### config.mk
export PLATFORM = sky130hd
export DESIGN_NAME = adc_frame_fifo
export DESIGN_NICKNAME = d
export VERILOG_FILES = /design/src/rtl/adc_frame_fifo.sv
export SDC_FILE = /design/constraint.sdc
export NUM_CORES = 1
export LEC_CHECK = 0
export CAP_MARGIN = 40
export CORE_MARGIN = 3
export CORE_UTILIZATION = 60
export DETAILED_ROUTE_END_ITERATION = 8
export PLACE_DENSITY_LB_ADDON = 0.05
export SLEW_MARGIN = 25
export SYNTH_ARGS = -nofsm -noshare
export SYNTH_HDL_FRONTEND = slang
export SYNTH_SLANG_ARGS = --single-unit
### constraint.sdc
create_clock -name clk -period 4.21 [get_ports clk]
set_input_delay 0.842 -clock clk [delete_from_list [all_inputs] [get_ports clk]]
set_output_delay 0.842 -clock clk [all_outputs]
set_load 0.01 [all_outputs]
### src/rtl/adc_frame_fifo.sv
// Pairs left/right ADC words captured on LR clock edges and buffers the stereo
// pairs in a first-word-fall-through FIFO towards the audio processing logic.
module adc_frame_fifo #(
   parameter int SAMPLE_W = 24,
   parameter int DEPTH    = 4,
   parameter int LVL_W    = 3
) (
   input  logic                clk,
   input  logic                enable,
   input  logic                adc_lr,
   input  logic [32:0]         SADCL,
   input  logic [32:0]         SADCR,
   input  logic                sample_ready,
   input  logic                overflow_clr,
   output logic [SAMPLE_W-1:0] sample_l,
   output logic [SAMPLE_W-1:0] sample_r,
   output logic                sample_valid,
   output logic [LVL_W-1:0]    fifo_level,
   output logic                overflow
);
   localparam int PTR_W  = (DEPTH > 1) ? $clog2(DEPTH) : 1;
   localparam int PAIR_W = 2 * SAMPLE_W;

   logic                lr_q, lr_d;
   logic                armed_q, armed_d;
   logic                left_held_q, left_held_d;
   logic [SAMPLE_W-1:0] hold_l_q, hold_l_d;
   logic [PTR_W-1:0]    wr_ptr_q, wr_ptr_d;
   logic [PTR_W-1:0]    rd_ptr_q, rd_ptr_d;
   logic [LVL_W-1:0]    level_q, level_d;
   logic                overflow_q, overflow_d;
   logic [PAIR_W-1:0]   mem_q [DEPTH];
   logic [PAIR_W-1:0]   mem_d [DEPTH];

   logic rise, fall, pop, push_req, push_ok, drop;
   logic unused_bits;

   // The delay slot (bit 32) and bits below the kept sample are not needed.
   assign unused_bits = ^{SADCL, SADCR};

   // sample_valid/sample_ready: a pair transfers on every posedge where both
   // are high; while valid is high and ready low the head pair holds stable.
   always_comb begin
      rise     = adc_lr & ~lr_q;
      fall     = ~adc_lr & lr_q;
      pop      = (level_q != '0) & sample_ready;
      push_req = fall & left_held_q;
      push_ok  = push_req & ((level_q < LVL_W'(DEPTH)) | pop);
      drop     = push_req & ~push_ok;
   end

   always_comb begin
      lr_d        = adc_lr;
      armed_d     = armed_q | fall;
      hold_l_d    = hold_l_q;
      left_held_d = left_held_q;
      if (rise && armed_q) begin
         hold_l_d    = SADCL[31 -: SAMPLE_W];
         left_held_d = 1'b1;
      end else if (fall) begin
         left_held_d = 1'b0;
      end
   end

   always_comb begin
      mem_d    = mem_q;
      wr_ptr_d = wr_ptr_q;
      rd_ptr_d = rd_ptr_q;
      level_d  = level_q;
      if (push_ok) begin
         mem_d[wr_ptr_q] = {hold_l_q, SADCR[31 -: SAMPLE_W]};
         wr_ptr_d        = wr_ptr_q + PTR_W'(1);
      end
      if (pop) begin
         rd_ptr_d = rd_ptr_q + PTR_W'(1);
      end
      if (push_ok && !pop) begin
         level_d = level_q + LVL_W'(1);
      end else if (pop && !push_ok) begin
         level_d = level_q - LVL_W'(1);
      end
      // A drop in the same cycle as a clear leaves the flag set.
      overflow_d = drop | (overflow_q & ~overflow_clr);
   end

   always_ff @(posedge clk or negedge enable) begin
      if (!enable) begin
         lr_q        <= 1'b1;
         armed_q     <= 1'b0;
         left_held_q <= 1'b0;
         hold_l_q    <= '0;
         wr_ptr_q    <= '0;
         rd_ptr_q    <= '0;
         level_q     <= '0;
         overflow_q  <= 1'b0;
         for (int i = 0; i < DEPTH; i++) begin
            mem_q[i] <= '0;
         end
      end else begin
         lr_q        <= lr_d;
         armed_q     <= armed_d;
         left_held_q <= left_held_d;
         hold_l_q    <= hold_l_d;
         wr_ptr_q    <= wr_ptr_d;
         rd_ptr_q    <= rd_ptr_d;
         level_q     <= level_d;
         overflow_q  <= overflow_d;
         mem_q       <= mem_d;
      end
   end

   always_comb begin
      sample_l     = mem_q[rd_ptr_q][PAIR_W-1:SAMPLE_W];
      sample_r     = mem_q[rd_ptr_q][SAMPLE_W-1:0];
      sample_valid = (level_q != '0);
      fifo_level   = level_q;
      overflow     = overflow_q;
   end

endmodule

Word level (Yosys, flattened, before mapping)
Index checks and enable logic that the tools add are counted.
{ "classes": {"n_reduce_logical": 9, "n_addsub": 4, "order_cmp": 4, "n_bitwise": 16, "mux": 10} }
{ "op_table": {"columns": ["op", "n"], "rows": [
  ["bitwise mux 192 bit", 1],
  ["two-way mux 48 bit", 3],
  ["binary-select mux 48 bit (select 2 bit)", 1],
  ["demux 48 bit (select 2 bit)", 1],
  ["bitwise AND 1 bit", 7],
  [">= comparator 3 bit (second input constant)", 2],
  ["two-way mux 3 bit", 2],
  ["NOT 2 -> 3 bit", 2],
  ["adder 2 x 1 -> 2 bit (second input constant)", 2],
  ["logical AND 1 bit", 4],
  ["NOT 1 bit", 4],
  ["nonzero test 2 bit", 2],
  ["adder 3 x 1 -> 3 bit (second input constant)", 1],
  ["less-than comparator 3 x 1 -> 1 bit (second input constant)", 1],
  ["less-than comparator 3 bit (second input constant)", 1],
  ["OR 1 bit", 3],
  ["nonzero test 3 bit", 1],
  ["subtractor 3 x 1 -> 3 bit (second input constant)", 1],
  ["zero test 1 bit", 2],
  ["two-way mux 1 bit", 2]
]} }
{ "totals": {"out_inout_bits": 53, "ff_bits": 227, "inputBits": 71} }

Longest topological paths before layout
Gate-level depths: netlist of the first run.
{ "logic_depth": {"ltp_word": 8, "depth_mapped": 8, "depth_no_buf": 8} }

Least setup slack after synthesis of the first run
OpenSTA, ideal clock, no wires.
{ "synth_timing": {"path_kind": "input-to-reg", "startpoint": "in adc_lr", "endpoint": "reg level_q[2], in the netlist fifo_level[2]", "setup_slack_ps": 1949, "path_stages": 8, "t_arrival_ps": 2182, "path_cell_list": "nand3b_1 nor2_1 ha_1 inv_1 fa_1 xor2_1 nor2_1 xor2_1"} }
{ "synth_between": {"elab_chain_len": 7, "word_cells_on_any_way": 9} }
{ "synth_rtl": {"columns": ["element", "line_no", "source"], "rows": [
  ["start, declared", "10", "input logic adc_lr,"],
  ["NOT 1 bit *", "45", "fall = ~adc_lr & lr_q;"],
  ["bitwise AND 1 bit *", "45", null],
  ["bitwise AND 1 bit *", "47", "push_req = fall & left_held_q;"],
  ["bitwise AND 1 bit *", "48", "push_ok = push_req & ((level_q < LVL_W'(DEPTH)) | pop);"],
  ["named net push_ok", "35", "logic rise, fall, pop, push_req, push_ok, drop;"],
  ["zero test 1 bit", "79", "end else if (pop && !push_ok) begin"],
  ["logical AND 1 bit", "79", null],
  ["nonzero test 2 bit (no source line)", null, null],
  ["end signal, assigned", "106", "level_q <= level_d;"],
  ["end, declared", "30", "logic [LVL_W-1:0] level_q, level_d;"]
]} }
Mark *: on every way through the listed nets, which the timed path passes. The rest lies on a longest branch.
A chain may end at the register's enable or synchronous reset.

Worst setup path in the final report of the first run
{ "layout_timing": {"startpoint": "reg rd_ptr_q[0]", "endpoint": "out sample_r[0]"} }
{ "layout_between": {"elab_chain_len": 4} }
{ "layout_rtl": {"columns": ["element", "line_no", "source"], "rows": [
  ["start, declared", "29", "logic [PTR_W-1:0] rd_ptr_q, rd_ptr_d;"],
  ["start signal, assigned", "105", "rd_ptr_q <= rd_ptr_d;"],
  ["NOT 2 -> 3 bit (not written as such)", "114", "sample_r = mem_q[rd_ptr_q][SAMPLE_W-1:0];"],
  ["binary-select mux 48 bit (select 2 bit)", "114", null],
  ["two-way mux 48 bit (not written as such) (2 in series)", "114", null],
  ["end, declared", "16", "output logic [SAMPLE_W-1:0] sample_r,"]
]} }
No other way between the ends. The select of a mux whose other input is x is not followed.

==> impl_metrics.csv, run 1 <==
group,metric,value,unit
critical_path,crit_path_max_incr_delay,0.68,ns
place,hpwl,12.0,mm
run_status,outcome,"completed",
timing,setup_viol,0,
global_route,grt_overflow_total,0,
floorplan,io_pins,124,
cells_and_area,nNetsFinal,748,
cells_and_area,fillers,917,
yosys,syn_area,9970,um2
timing,finalWorstSetupSlack,0.779,ns
clock_network,cts_resized,0,
power,p_per_area,771,nW/um2
clock_network,numCtsBuffers,23,
cells_and_area,antenna-diode-count,0,
clock_network,clk_pin_slew,0.06,ns
yosys,ys_ff_latch,227,
global_route,grt_first_pass_wirelength,31.8,mm
cells_and_area,postLayoutCoreUtil,0.746,
timing,tns,0,ns
yosys,synth_ff_type,"dfrtp_1",
timing,rsz0062_at_grt,"no",
timing,hold-worst-slack,0.397,ns
global_route,antenna_found_initial,0,
yosys,yosys.area.top_type_share,0.567,
power,total_power,9.23,mW
critical_path,path_class,"register to primary output",
clock_network,holdBufCountCts,0,
yosys,synth.distinct_cells,27,
timing,post-route-min-period,3.43,ns
timing,fin_skew,0.00883,ns
yosys,avgSynthCellArea,17.7,um2
clock_network,worstSkewPairLatency,0.50,ns
yosys,synth.top_cells.by_area,"dfrtp_1 57%, mux2_2 18%, mux4_2 11%",
critical_path,end_kind,"primary output",
drt,wl_met3,643,um
clock_network,ctsRootBufferMaster,"clkbuf_16",
yosys,synth_edf_count,0,
timing,hold_viol,0,
drt,drcViolationCount,0,
yosys,post-synth-top-count-cell,"dfrtp_1",
timing,max_freq,0.291,GHz
drt,top_layer_used,"met4",
global_route,grt_pass1_vias,5923,
place,io_buffers,105,
yosys,syn_nets,640,
critical_path,arrival,2.59,ns
drt,dr.pass1.iters,4,
floorplan,die_w,135,um
drt,num_vias,5174,
drt,met2_length,9.80,mm
place,gp_congestion,0.740,
global_route,grt_max_degree,122,
floorplan,die_h,135,um
drt,drt-met1-wl,8.39,mm
yosys,synth_cells,563,
power,peakVddDrop,0.425,mV
clock_network,cts_sinks,227,
floorplan,core,16100,um2
cells_and_area,drive_gt1_frac,0.469,
drt,viasPerCell,5.73,
clock_network,cts_buffer_depth,3,
yosys,synth_top_area_cell,"dfrtp_1",
floorplan,initial_core_util,0.621,
cells_and_area,area_growth,20.1,%
critical_path,critPathLaunchType,"register",
clock_network,h-tree-depth,1,
drt,ant_nets,0,
drt,wl_per_cell,21.3,um
yosys,synth_common_cells,"226 x dfrtp_1, 157 x mux2_2, 60 x mux2_4",
drt,drt_iter0_drc,229,
floorplan,rows,46,
timing,finalCritPeriodShare,0.815,
place,dp_slack,1.20,ns
clock_network,tritoncts,"yes",
timing,slew_viol_final,0,
hold_path,hold_path.class,"input pin to async pin",
power,power.leakage,5.40,nW
clock_network,postCtsSetupBuffers,0,
critical_path,crit_chain,"buf_4 -> mux4_2 -> clkdlybuf4s50_1",
drt,drt_wl_total,19.2,mm
timing,tightest_slew,0.926,ns
yosys,async_reset_ff_frac,1.00,
yosys,yosysSeqAreaShare,0.570,
yosys,yosys_warnings,0,
timing,slew-limit-headroom,0.383,
critical_path,cp.required,3.37,ns
floorplan,dieArea,18200,um2
critical_path,cp_max_fo,18,
global_route,grt_usage,0.220,
critical_path,crit_slowest_cell,"dfrtp_4",
run,drv_cap,0,
sequential cells by signal (all words and copies together), names as in the netlist:
register     flops
lr_q             1
mem_q          192
overflow         1
hold_l_q        24
fifo_level       3
rd_ptr_q         2
armed_q          1
left_held_q      1
wr_ptr_q         2
layer usage:
| metal | up-vias | track usage |
|---|---|---|
| li1 | 2296 | - |
| met2 | 90 | 0.376 |
| met3 | 25 | 0.0369 |
| met1 | 2763 | 0.301 |
| met4 | 0 | 0.0492 |
| met5 | - | 0 |
per-stage QoR:
| stage | cell area [um2] | cells |
|---|---|---|
| 2_1_floorplan | 9970 | 563 |
| 3_3_place_gp | 11200 | 859 |
| 3_5_place_dp | 11300 | 862 |
| 4_1_cts | 12000 | 903 |
| 5_1_grt | 12000 | 903 |
| 6_report | 12000 | 903 |
cell families after synthesis:
group,synth area share
AO/OA/AOI/OAI,0.00113
adder cells (fa/ha/maj),0.00828
flip-flops,0.570
buffers and inverters,0.0250
AND/OR/NAND/NOR,0.0144
multiplexers,0.376
XOR/XNOR,0.00527
power by group:
group          total, mW  internal, mW  switching (mW)
clock               1.92          1.11           0.803
combinational       3.59          2.39            1.20
sequential          3.72          3.11           0.613
cell usage in the layout (no fill, tap or decap), drive strengths merged, types with 2 or more instances in the layout:
cell type	n
dfrtp	226
mux2	217
clkdlybuf4s50	104
mux4	48
clkbuf	35
buf	12
ha	5
clkinv	5
inv	5
nand3	5
nand2	4
xnor2	4
nand2b	3
nand3b	2
nor2	2
xor2	2
worst max-delay path, delay by kind of cell, from the launching register on:
| family | cells | cell delay [ns] |
|---|---|---|
| multiplexers | 1 | 0.52 |
| buffers and inverters | 2 | 0.88 |
| flip-flops | 1 | 0.68 |
path summary, 6_finish.rpt:
| kind | slack (ns) | end | start | cells after the start |
|---|---|---|---|---|
| worst max-delay path | 0.78 | sample_r[0] | rd_ptr_q[0] | 3 |
| worst min-delay path | 0.40 | hold_l_q[21] | enable | 1 |
| worst max register to register | 1.99 | fifo_level[2] | fifo_level[2] | 8 |
| worst min register to register | 0.48 | armed_q | armed_q | 1 |
| max in group asynchronous | 2.67 | hold_l_q[14] | enable | 2 |
| min in group clk | 0.48 | armed_q | armed_q | 1 |
final cells by class:
| cell class | count | area, um2 | share of cell area |
|---|---|---|---|
| sequential | 227 | 5690 | 0.475 |
| multi-input combinational | 299 | 4070 | 0.340 |
| inverter | 4 | 15.0 | 0.00125 |
| clock buffer | 35 | 681 | 0.0568 |
| tap | 216 | 270 | 0.0226 |
| clock inverter | 6 | 33.8 | 0.00282 |
| timing repair buffer | 116 | 1220 | 0.102 |
Power figures use the tool's default switching activity.
==> inputs of run 2 (changes only) <==
--- a/config.mk
+++ b/config.mk
@@ -7,7 +7,7 @@
 export LEC_CHECK = 0
 export CAP_MARGIN = 40
 export CORE_MARGIN = 3
-export CORE_UTILIZATION = 60
+export CORE_UTILIZATION = 50
 export DETAILED_ROUTE_END_ITERATION = 8
 export PLACE_DENSITY_LB_ADDON = 0.05
 export SLEW_MARGIN = 25
==> constraint.sdc (replaced) <==
create_clock -name clk -period 2.8 [get_ports clk]
set_input_delay 0.56 -clock clk [delete_from_list [all_inputs] [get_ports clk]]
set_output_delay 0.56 -clock clk [all_outputs]
set_load 0.01 [all_outputs]
==> impl_metrics.csv, run 2 (same netlist as run 1, synthesis figures left out) <==
group,metric,value,unit
floorplan,rows,51,
global_route,grt_usage,0.197,
power,p_clk_frac,0.228,
timing,hold-worst-slack,0.0577,ns
place,gp_congestion,0.726,
power,peakVddDrop,0.706,mV
drt,drt_wl_total,20.6,mm
critical_path,cp_max_fo,14,
cells_and_area,antenna-diode-count,0,
drt,num_vias,5301,
global_route,grt_pass1_vias,6113,
cells_and_area,area_growth,24.2,%
power,pwr-share-seq,0.384,
timing,post-route-min-period,2.73,ns
timing,finalWorstSetupSlack,0.0663,ns
cells_and_area,seq_area,5690,um2
timing,slew_viol_final,0,
power,power.internal,10.2,mW
floorplan,dieArea,21700,um2
timing,max_freq,0.366,GHz
cells_and_area,layout_commonest_cell,"dfrtp_1",
critical_path,path_class,"register to primary output",
floorplan,io_pins,124,
timing,tns,0,ns
global_route,grt_first_pass_wirelength,34.3,mm
global_route,grt_max_degree,93,
drt,drcViolationCount,0,
critical_path,crit_chain,"buf_12 -> mux4_2 -> clkdlybuf4s50_1",
place,hpwl,12.8,mm
drt,drt_iter0_drc,206,
critical_path,crit_path_max_incr_delay,0.52,ns
cells_and_area,largest_register_ffs,192,
power,switching_share,0.282,
timing,setup_viol,0,
critical_path,end_kind,"primary output",
run_status,outcome,"completed",
place,dp_slack,0.141,ns
power,combinationalPowerShare,0.388,
critical_path,critPathLaunchType,"register",
critical_path,r2r_slack,0.59,ns
timing,finalCritPeriodShare,0.976,
power,switchingPower,4.02,mW
run,drv_cap,0,
critical_path,crit_slowest_cell,"mux4_2",
place,io_buffers,105,
clock_network,clk_pin_slew,0.06,ns
timing,hold_viol,0,
timing,fin_skew,0.0205,ns
critical_path,cp.required,2.24,ns
cells_and_area,multi_input_area,4070,um2
clock_network,cts_sinks,227,
drt,viasPerCell,5.42,
hold_path,hold_path.class,"input pin to async pin",
drt,dr.pass1.iters,4,
timing,slew-limit-headroom,0.494,
floorplan,die_h,147,um
floorplan,die_w,147,um
place,placed_area,11500,um2
clock_network,holdBufCountCts,0,
clock_network,ctsRootBufferMaster,"clkbuf_16",
cells_and_area,drive_gt1_frac,0.487,
clock_network,cts_buffer_depth,3,
clock_network,numCtsBuffers,25,
drt,wl_per_cell,21.1,um
floorplan,initial_core_util,0.511,
power,p_per_area,1150,nW/um2
critical_path,arrival,2.17,ns
cells_and_area,largest-register,"mem_q",
cells_and_area,fin_area,12400,um2
timing,tightest_slew,0.759,ns
cells_and_area,postLayoutCoreUtil,0.634,
cells_and_area,final_cell_mix,"224 x dfrtp_1, 157 x mux2_2, 78 x clkdlybuf4s50_1",
global_route,grt_overflow_total,0,
floorplan,core,19500,um2
clock_network,worstSkewPairLatency,0.51,ns
drt,ant_nets,0,
clock_network,h-tree-depth,1,
clock_network,tritoncts,"yes",
power,power.leakage,5.67,nW
cells_and_area,nNetsFinal,771,
cells_and_area,fillers,1457,
global_route,antenna_found_initial,0,
-- run 2: changes by cell type in the layout (fill, tap and decap cells not counted), moves of 3 or more --
cell	change
clkdlybuf4s50_1	-26
dlygate4sd2_1	+24
buf_4	+13
buf_12	+8
clkbuf_8	+4
clkinv_2	-3
-- run 2: layout make-up --
cell class / instances / share of cell area
Timing Repair Buffer: 137 / 0.116
Sequential cell: 227 / 0.459
Clock buffer: 42 / 0.0638
Tap cell: 265 / 0.0268
Clock inverter: 4 / 0.00394
Inverter: 4 / 0.00121
Multi-Input combinational cell: 299 / 0.329
-- run 2: final timing paths --
check / from / end / depth (start not counted)
max: rd_ptr_q[0] / sample_l[5] / 3
min: enable / hold_l_q[20] / 1
max reg2reg: fifo_level[2] / fifo_level[2] / 8
min reg2reg: mem_q[73] / mem_q[73] / 1
max in group asynchronous: enable / hold_l_q[6] / 2
min in group clk: mem_q[73] / mem_q[73] / 1
-- run 2: timing repair --
item                       CTS  global route
setup endpoints to repair   40            18
pin swaps                    0             0
buffers inserted             2             7
resized for setup           25             3
-- run 2: critical path, delay by kind of cell (launching register included) --
family	cells	cell delay, ns
DFF	1	0.47
buffers and inverters	2	0.68
muxes	1	0.52
-- run 2: power groups by stage --
stage	clock network (mW)	logic (mW)	registers, mW
final	3.25	5.52	5.46
after global routing	3.48	5.92	5.65
after CTS	3.35	5.53	5.47
after detailed placement	0	5.66	5.55
after global placement	0	5.57	5.42
after floorplan	0	3.55	5.21
-- run 2: stage by stage --
| stage | instances | power [mW] |
|---|---|---|
| after global placement | 923 | 11.0 |
| after detailed placement | 923 | 11.2 |
| after CTS | 971 | 14.3 |
| after global routing | 978 | 15.0 |
| after floorplan | 563 | 8.77 |
| final | 978 | 14.2 |
-- run 2: layer usage --
layer | track usage | vias up | wire, um
met5 | 0 | - | 0
met4 | 0.0336 | 0 | 225
met3 | 0.0423 | 21 | 970
met2 | 0.327 | 94 | 10300
met1 | 0.277 | 2849 | 9150
li1 | - | 2337 | -
==> inputs of run 3 (changes only) <==
--- a/config.mk
+++ b/config.mk
@@ -7,7 +7,7 @@
 export LEC_CHECK = 0
 export CAP_MARGIN = 40
 export CORE_MARGIN = 3
-export CORE_UTILIZATION = 50
+export CORE_UTILIZATION = 60
 export DETAILED_ROUTE_END_ITERATION = 8
 export PLACE_DENSITY_LB_ADDON = 0.05
 export SLEW_MARGIN = 25
==> constraint.sdc (replaced) <==
create_clock -name clk -period 3.4 [get_ports clk]
set_input_delay 0.68 -clock clk [delete_from_list [all_inputs] [get_ports clk]]
set_output_delay 0.68 -clock clk [all_outputs]
set_load 0.01 [all_outputs]
==> impl_metrics.csv, run 3 (same netlist as run 1, synthesis figures left out) <==
group,metric,value,unit
critical_path,critPathLaunchType,"register",
timing,post-route-min-period,3.22,ns
floorplan,rows,46,
critical_path,path_class,"register to primary output",
timing,hold_viol,0,
global_route,antenna_found_initial,0,
global_route,grt_overflow_total,0,
power,switching_share,0.273,
clock_network,holdBufCountCts,0,
place,io_buffers,105,
global_route,grt_pass1_vias,5946,
cells_and_area,final_cells,913,
clock_network,worstSkewPairLatency,0.50,ns
drt,ant_nets,0,
global_route,grt_first_pass_wirelength,32.1,mm
floorplan,core,16100,um2
drt,drcViolationCount,0,
drt,wl_per_cell,21.2,um
drt,viasPerCell,5.76,
floorplan,initial_core_util,0.621,
power,switchingPower,3.26,mW
clock_network,cts_resized,0,
clock_network,postCtsSetupBuffers,0,
cells_and_area,drive_gt1_frac,0.478,
power,peakVddDrop,0.603,mV
power,power.internal,8.66,mW
drt,drt_wl_total,19.4,mm
cells_and_area,nNetsFinal,756,
cells_and_area,antenna-diode-count,0,
critical_path,cp.required,2.72,ns
clock_network,h-tree-depth,1,
place,dp.cells,869,
run,drv_cap,0,
hold_path,hold_path.class,"input pin to async pin",
timing,tns,0,ns
cells_and_area,largest-register,"mem_q",
timing,rsz0062_at_grt,"no",
critical_path,arrival,2.54,ns
power,total_power,11.9,mW
timing,setup_viol,0,
global_route,grt_usage,0.222,
floorplan,die_h,135,um
clock_network,ctsRootBufferMaster,"clkbuf_16",
run_status,outcome,"completed",
floorplan,io_pins,124,
floorplan,die_w,135,um
clock_network,cts_sinks,227,
critical_path,cp_max_fo,16,
timing,finalCritPeriodShare,0.947,
critical_path,end_kind,"primary output",
power,pwr-share-seq,0.383,
power,power.leakage,5.51,nW
timing,tightest_slew,0.648,ns
cells_and_area,largest_register_ffs,192,
timing,slew-limit-headroom,0.568,
cells_and_area,layout_commonest_cell,"dfrtp_1",
clock_network,tritoncts,"yes",
place,hpwl,12.1,mm
drt,num_vias,5259,
clock_network,cts_buffer_depth,3,
cells_and_area,final_cell_mix,"224 x dfrtp_1, 157 x mux2_2, 104 x clkdlybuf4s50_1",
timing,fin_skew,0.0103,ns
place,dp_slack,0.562,ns
drt,dr.pass1.iters,4,
timing,slew_viol_final,0,
global_route,grt_max_degree,83,
timing,finalWorstSetupSlack,0.180,ns
floorplan,dieArea,18200,um2
power,p_clk_frac,0.240,
timing,max_freq,0.311,GHz
clock_network,numCtsBuffers,24,
cells_and_area,area_growth,22.4,%
place,gp_congestion,0.732,
power,p_per_area,977,nW/um2
drt,drt_iter0_drc,245,
clock_network,clk_pin_slew,0.06,ns
power,combinationalPowerShare,0.378,
==> run 3: changes by cell type in the layout (fill, tap and decap cells not counted), sizes merged <==
| cell | previous run | this run |
|---|---|---|
| dlygate4sd2 | 24 | 0 |
| clkbuf | 42 | 35 |
| clkinv | 2 | 4 |
| bufinv | 1 | 5 |
| clkdlybuf4s50 | 78 | 104 |
| dlymetal6s2s | 2 | 0 |
| inv | 5 | 4 |
| buf | 33 | 19 |
==> run 3: worst paths after layout <==
path / to / start / slack (ns) / depth (start not counted)
max: sample_r[3] / rd_ptr_q[0] / 0.18 / 3
max in group asynchronous: mem_q[21] / enable / 2.41 / 2
min reg2reg: mem_q[59] / mem_q[59] / 0.50 / 1
min in group clk: mem_q[59] / mem_q[59] / 0.50 / 1
max reg2reg: fifo_level[2] / fifo_level[2] / 1.23 / 8
min: mem_q[188] / enable / 0.14 / 1
==> run 3: cell type report <==
class                   count  area [um2]
clock inverters             9         170
clock buffers              35         713
fillers                   873        3850
multi-input cells         299        4070
inverters                   4        15.0
repair buffers            123        1280
well taps                 216         270
flip-flops and latches    227        5690
==> run 3: metal layers <==
metal,share of wire,vias up,global-route usage
met4,0.015,0,0.0464
met1,0.42,2807,0.303
met2,0.51,111,0.374
met3,0.050,29,0.0484
li1,-,2312,-
met5,0,-,0
==> run 3: worst max-delay path, cell delays in order, from the launching register on <==
cell	delay, ns
dfrtp_4	0.65
buf_4	0.33
mux4_2	0.55
clkdlybuf4s50_1	0.50
==> run 3: per-stage QoR <==
stage / hold WS, ns / area [um2] / utilization
after floorplan: 0.384 / 9970 / -
final: 0.141 / 12200 / 0.760
after global routing: 0.194 / 12200 / 0.760
after global placement: 0.452 / 11300 / 0.705
after CTS: 0.181 / 12200 / 0.760
after detailed placement: 0.477 / 11300 / 0.705
==> run 3: power groups by stage <==
| stage | Sequential (mW) | Clock, mW | Combinational (mW) |
|---|---|---|---|
| after floorplan | 4.29 | 0 | 2.93 |
| after global placement | 4.49 | 0 | 4.45 |
| after detailed placement | 4.59 | 0 | 4.55 |
| after CTS | 4.58 | 2.92 | 4.58 |
| after global routing | 4.72 | 3.04 | 4.80 |
| final | 4.57 | 2.86 | 4.50 |
